**src/rtl/mem_arbiter.sv**
```systemverilog
// Two-way arbiter (I-cache / D-cache) onto one memory port; strobe 1 cycle after request, ready pulse 1 cycle after mem_ready.
// No backpressure beyond request levels: a granted transaction waits indefinitely for mem_ready, then returns through DONE to IDLE.
module mem_arbiter #(
  parameter int ADDR_W   = 28,
  parameter int DATA_W   = 128,
  parameter int ARB_MODE = 1,
  parameter int CNT_W    = 16
) (
  input  logic              clk,
  input  logic              rst,
  input  logic              ic_mem_read,
  input  logic [ADDR_W-1:0] ic_mem_addr,
  output logic              ic_mem_ready,
  output logic [DATA_W-1:0] ic_mem_rdata,
  input  logic              dc_mem_read,
  input  logic              dc_mem_write,
  input  logic [ADDR_W-1:0] dc_mem_addr,
  input  logic [DATA_W-1:0] dc_mem_wdata,
  output logic              dc_mem_ready,
  output logic [DATA_W-1:0] dc_mem_rdata,
  output logic              mem_read,
  output logic              mem_write,
  output logic [ADDR_W-1:0] mem_addr,
  output logic [DATA_W-1:0] mem_wdata,
  input  logic              mem_ready,
  input  logic [DATA_W-1:0] mem_rdata,
  output logic [CNT_W-1:0]  ic_grant_cnt,
  output logic [CNT_W-1:0]  dc_grant_cnt
);

  typedef enum logic [1:0] {IDLE, GRANT_I, GRANT_D, DONE} state_t;

  localparam bit RR = (ARB_MODE != 0);

  state_t            r_state;
  logic              r_last_d;
  logic              r_mem_read;
  logic              r_mem_write;
  logic [ADDR_W-1:0] r_mem_addr;
  logic [DATA_W-1:0] r_mem_wdata;
  logic              r_ic_ready;
  logic              r_dc_ready;
  logic [DATA_W-1:0] r_ic_rdata;
  logic [DATA_W-1:0] r_dc_rdata;
  logic [CNT_W-1:0]  r_ic_cnt;
  logic [CNT_W-1:0]  r_dc_cnt;

  logic w_i_req;
  logic w_d_req;
  logic w_pick_d;

  assign w_i_req = ic_mem_read;
  assign w_d_req = dc_mem_read | dc_mem_write;
  // On a tie, round-robin hands the port to whoever was not served last.
  assign w_pick_d = w_d_req && (!w_i_req || !RR || !r_last_d);

  always_ff @(posedge clk) begin
    if (rst) begin
      r_state     <= IDLE;
      r_last_d    <= 1'b0;
      r_mem_read  <= 1'b0;
      r_mem_write <= 1'b0;
      r_mem_addr  <= '0;
      r_mem_wdata <= '0;
      r_ic_ready  <= 1'b0;
      r_dc_ready  <= 1'b0;
      r_ic_rdata  <= '0;
      r_dc_rdata  <= '0;
      r_ic_cnt    <= '0;
      r_dc_cnt    <= '0;
    end else begin
      case (r_state)
        IDLE: begin
          if (w_pick_d) begin
            r_state     <= GRANT_D;
            r_mem_addr  <= dc_mem_addr;
            r_mem_wdata <= dc_mem_wdata;
            // A write-back takes precedence; the read is re-issued later by the cache.
            r_mem_write <= dc_mem_write;
            r_mem_read  <= !dc_mem_write;
          end else if (w_i_req) begin
            r_state     <= GRANT_I;
            r_mem_addr  <= ic_mem_addr;
            r_mem_read  <= 1'b1;
            r_mem_write <= 1'b0;
          end
        end
        GRANT_I: begin
          if (mem_ready) begin
            r_ic_rdata  <= mem_rdata;
            r_ic_ready  <= 1'b1;
            r_mem_read  <= 1'b0;
            r_mem_write <= 1'b0;
            r_ic_cnt    <= r_ic_cnt + CNT_W'(1);
            r_last_d    <= 1'b0;
            r_state     <= DONE;
          end
        end
        GRANT_D: begin
          if (mem_ready) begin
            r_dc_rdata  <= mem_rdata;
            r_dc_ready  <= 1'b1;
            r_mem_read  <= 1'b0;
            r_mem_write <= 1'b0;
            r_dc_cnt    <= r_dc_cnt + CNT_W'(1);
            r_last_d    <= 1'b1;
            r_state     <= DONE;
          end
        end
        DONE: begin
          r_ic_ready <= 1'b0;
          r_dc_ready <= 1'b0;
          r_state    <= IDLE;
        end
        default: r_state <= IDLE;
      endcase
    end
  end

  assign mem_read     = r_mem_read;
  assign mem_write    = r_mem_write;
  assign mem_addr     = r_mem_addr;
  assign mem_wdata    = r_mem_wdata;
  assign ic_mem_ready = r_ic_ready;
  assign dc_mem_ready = r_dc_ready;
  assign ic_mem_rdata = r_ic_rdata;
  assign dc_mem_rdata = r_dc_rdata;
  assign ic_grant_cnt = r_ic_cnt;
  assign dc_grant_cnt = r_dc_cnt;

endmodule

```
**config.mk**
```make
export PLATFORM = sky130hd
export DESIGN_NAME = mem_arbiter
export DESIGN_NICKNAME = d
export VERILOG_FILES = /design/src/rtl/mem_arbiter.sv
export SDC_FILE = /design/constraint.sdc
export NUM_CORES = 1
export LEC_CHECK = 0
export CORE_AREA = 2 2 296 298
export DETAILED_ROUTE_END_ITERATION = 10
export DIE_AREA = 0 0 298 300
export PLACE_DENSITY = 0.52
export SKIP_LAST_GASP = 1
export SYNTH_ARGS = -nofsm -noshare
export SYNTH_HDL_FRONTEND = slang
export SYNTH_SLANG_ARGS = --single-unit
export TNS_END_PERCENT = 20
```
**constraint.sdc**
```tcl
create_clock -name clk -period 3.7 [get_ports clk]
set_input_delay 0.74 -clock clk [delete_from_list [all_inputs] [get_ports clk]]
set_output_delay 0.74 -clock clk [all_outputs]
set_load 0.1 [all_outputs]
```
==> metrics <==
clock network fraction of total power between 20% and 30%; Flop pwr share 28.2%; fraction of layout cells with a size suffix above 1 about 5.3%; capturing point of the worst reg2reg path dc_grant_cnt[15]$_SDFFE_PP0P_; hold_buf cts 0; buffers added on ports 765; via count 16100; Initial Util 18.6%; Sw Share approximately half; maximum vdd drop 0.485 mV; fin nets 3066; fin area 0.0267 mm2; Vias/cell 4.08; r2r worst-path depth 6; Worst setup EP type primary output; DR iter-0 viols 853; HPWL Detailed 49600 um; Setup violations, final 0; postcts setup bufs 0; Mapped Avg Cell Area 7.85 um2; Routed WL 68300 um; Seq/Total Area, Yosys 56.4%; Synth-to-Final Area Change 66.6%; initial antenna violation count 3; crit path DAT 2.25 ns; vias in the first global route 15100; CTS resizes 0; Cell Area, Synth 0.0160 mm2; Hold Crit Class reg -> reg; Psw 10.4 mW; fin crit share 80.9%; gr ovfl total 0; count of final hold-check violations 0; Core Util, Final a little under a third; first-pass GRT wire length 99000 um; largest net degree at the start of global routing 129; Yosys reg bits ~450; worst setup path start ic_grant_cnt[4]$_SDFFE_PP0P_; Max-Cap Viols 0; Comb power frac 47.9%; Tmin final approximately 3.0 ns; maximum clock rate approximately 330 MHz; Crit path required time between 2 and 3 ns; Slowest-stage cell, CP clkdlybuf4s50_1; total CTS buffers 52; Pint about 11 mW; fin. max-slew vios 0; total leakage power 9.28 nW; CP bufs+invs 1; post-route ant nets 0; Max H-tree Level 2; core area between 0.08 and 0.09 mm2; Fillers approximately 9400; CTS tree built; Remaining DRCs 0; Setup Crit Path Kind reg -> out; Fin Setup TNS 0 ns; Stages on worst setup path 1; CP Max Fanout 5; library cells used by synthesis 36; num ports 766; routability cong. 0.798; Sink Count 451; CP cell instances clkdlybuf4s50_1; die height about 300 um; Pwr Density 803 mW/mm2; Max-slew headroom 27.4%; drt wl/cell 17.3 um; post-synthesis cell count 2038; CP top delay family buffers and inverters; Detailed Routing Iterations Pass 1 5; Die Footprint 0.0894 mm2; Critical R2R Launch r_state[0]$_SDFFE_PP0P_; Clock Latency Late Sink approximately 0.59 ns; synthesis warning total 0; startpoint types flip-flop; dpl cell area 0.0250 mm2; CP Capture Point ic_grant_cnt[4]; Net Count, Synth 2363; status completed; r2r setup slk between 1 and 1.5 ns; # rows 108; Die Width approximately 300 um; Setup Skew 0.0151 ns; Slew @ Worst Pin about 1.1 ns; CTS clk-pin slew, worst paths 0.06 ns; GRT Overall Usage 14.3%; unrepaired setup endpoints after global routing false; CTS root buffer clkbuf_16; clock buffer depth 3; delay of the slowest critical-path stage 1.21 ns
[synth_stat cells, drive strengths merged]
cell type | number | share of area, %
xor2 | 7 | 0.38
inv | 9 | 0.21
or4 | 1 | 0.047
a21oi | 400 | 13
and4 | 3 | 0.17
nand3 | 9 | 0.36
o21ai | 10 | 0.31
nor2b | 2 | 0.078
nor4 | 5 | 0.20
mux2i | 2 | 0.13
and2 | 3 | 0.13
and2b | 1 | 0.055
nand4 | 9 | 0.35
a22o | 1 | 0.055
nand2 | 842 | 20
nor3 | 7 | 0.22
ha | 7 | 0.55
mux2 | 2 | 0.14
dfxtp | 451 | 56
a311oi | 28 | 1.5
o2bb2ai | 1 | 0.055
buf | 23 | 0.65
xnor2 | 13 | 0.71
a32o | 1 | 0.063
or3 | 8 | 0.32
or2 | 1 | 0.039
clkbuf | 128 | 3.0
a2bb2oi | 1 | 0.055
nor2 | 62 | 1.5
a211oi | 1 | 0.047
[worst min-delay path by stage]
stage | to | cells after the start | from
CTS | mem_wdata[39]$_SDFFE_PP0P_ | 2 | mem_wdata[39]$_SDFFE_PP0P_
finish | dc_mem_rdata[30]$_SDFFE_PP0P_ | 2 | dc_mem_rdata[30]$_SDFFE_PP0P_
global route | mem_wdata[39]$_SDFFE_PP0P_ | 2 | mem_wdata[39]$_SDFFE_PP0P_
floorplan | r_last_d$_SDFFE_PP0P_ | 2 | r_last_d$_SDFFE_PP0P_
detailed placement | dc_mem_rdata[92]$_SDFFE_PP0P_ | 2 | dc_mem_rdata[92]$_SDFFE_PP0P_
global placement | dc_mem_rdata[66]$_SDFFE_PP0P_ | 2 | dc_mem_rdata[66]$_SDFFE_PP0P_
[through the flow]
stage                     power, mW  setup WS [ns]  hold slack [ns]  instances
after floorplan                13.5           1.33            0.505       2038
after global placement         16.4          0.943            0.440       3842
after detailed placement       16.5          0.918            0.446       3842
after CTS                      21.7          0.634            0.454       3934
after global routing           22.3          0.598            0.465       3937
final                          21.4          0.708            0.450       3937
[power groups by stage]
stage | combinational (mW) | sequential [mW] | clock [mW]
3_5_place_dp | 10.3 | 6.14 | 0
4_1_cts | 10.3 | 6.04 | 5.32
3_3_place_gp | 10.3 | 6.12 | 0
5_1_grt | 10.7 | 6.12 | 5.50
6_report | 10.2 | 6.03 | 5.13
2_1_floorplan | 2.08 | 11.4 | 0
[layout by cell type (no fill, tap or decap), types with 3 or more instances in the layout]
cell type	n
clkbuf_8	9
xor2_1	7
buf_12	15
nor3_1	7
nand2_4	3
a21oi_1	400
or3_1	7
nor4_1	5
a311oi_1	28
clkbuf_16	53
o21ai_0	10
nor2_1	60
nand4_1	9
ha_1	7
buf_4	41
dfxtp_1	451
bufinv_16	3
nand2_1	839
clkinv_2	5
xnor2_1	13
inv_1	9
clkbuf_1	17
clkdlybuf4s50_1	743
diode_2	3
nand3_1	8
[layout make-up]
type                    instances  area [um2]  area share (%)
well taps                    1155        1450            5.42
clock buffers                  79        1510            5.68
multi-input cells            1427        6410            24.0
diodes                          3        7.51          0.0282
inverters                       9        33.8           0.127
repair buffers                800        8060            30.2
flip-flops and latches        451        9030            33.9
clock inverters                13         156           0.587
[metal layers]
layer | wire length, um | track usage [%]
met4 | 1750 | 4.34
met3 | 5420 | 4.52
met1 | 27800 | 17.1
met5 | 0 | 0
met2 | 33300 | 24.6
[cell families (layout without fill, tap and decap cells)]
| kind of cell | count (synthesis) | after routing | synth area share, % |
|---|---|---|---|
| compound gates | 443 | 443 | 14.6 |
| simple gates | 953 | 953 | 23.2 |
| fa+ha+maj | 7 | 7 | 0.547 |
| other cells | 0 | 3 | 0 |
| buf+inv | 160 | 901 | 3.86 |
| mux | 4 | 4 | 0.266 |
| flops | 451 | 451 | 56.4 |
| xor+xnor | 20 | 20 | 1.09 |
[worst reg2reg max path, cell delays in order, from the launching register on]
cell,delay (ns)
dfxtp_1,0.35
inv_1,0.12
ha_1,0.38
nand3_4,0.13
or4_1,0.65
or3_1,0.39
a21oi_1,0.14
[registers in the layout, indices dropped and copies added, names as in the netlist, 2 cells and up]
| signal | cells |
|---|---|
| ic_mem_rdata | 128 |
| mem_wdata | 128 |
| mem_addr | 28 |
| r_state | 2 |
| dc_mem_rdata | 128 |
| ic_grant_cnt | 16 |
| dc_grant_cnt | 16 |
No activity file was read; power rests on OpenSTA's default activity.
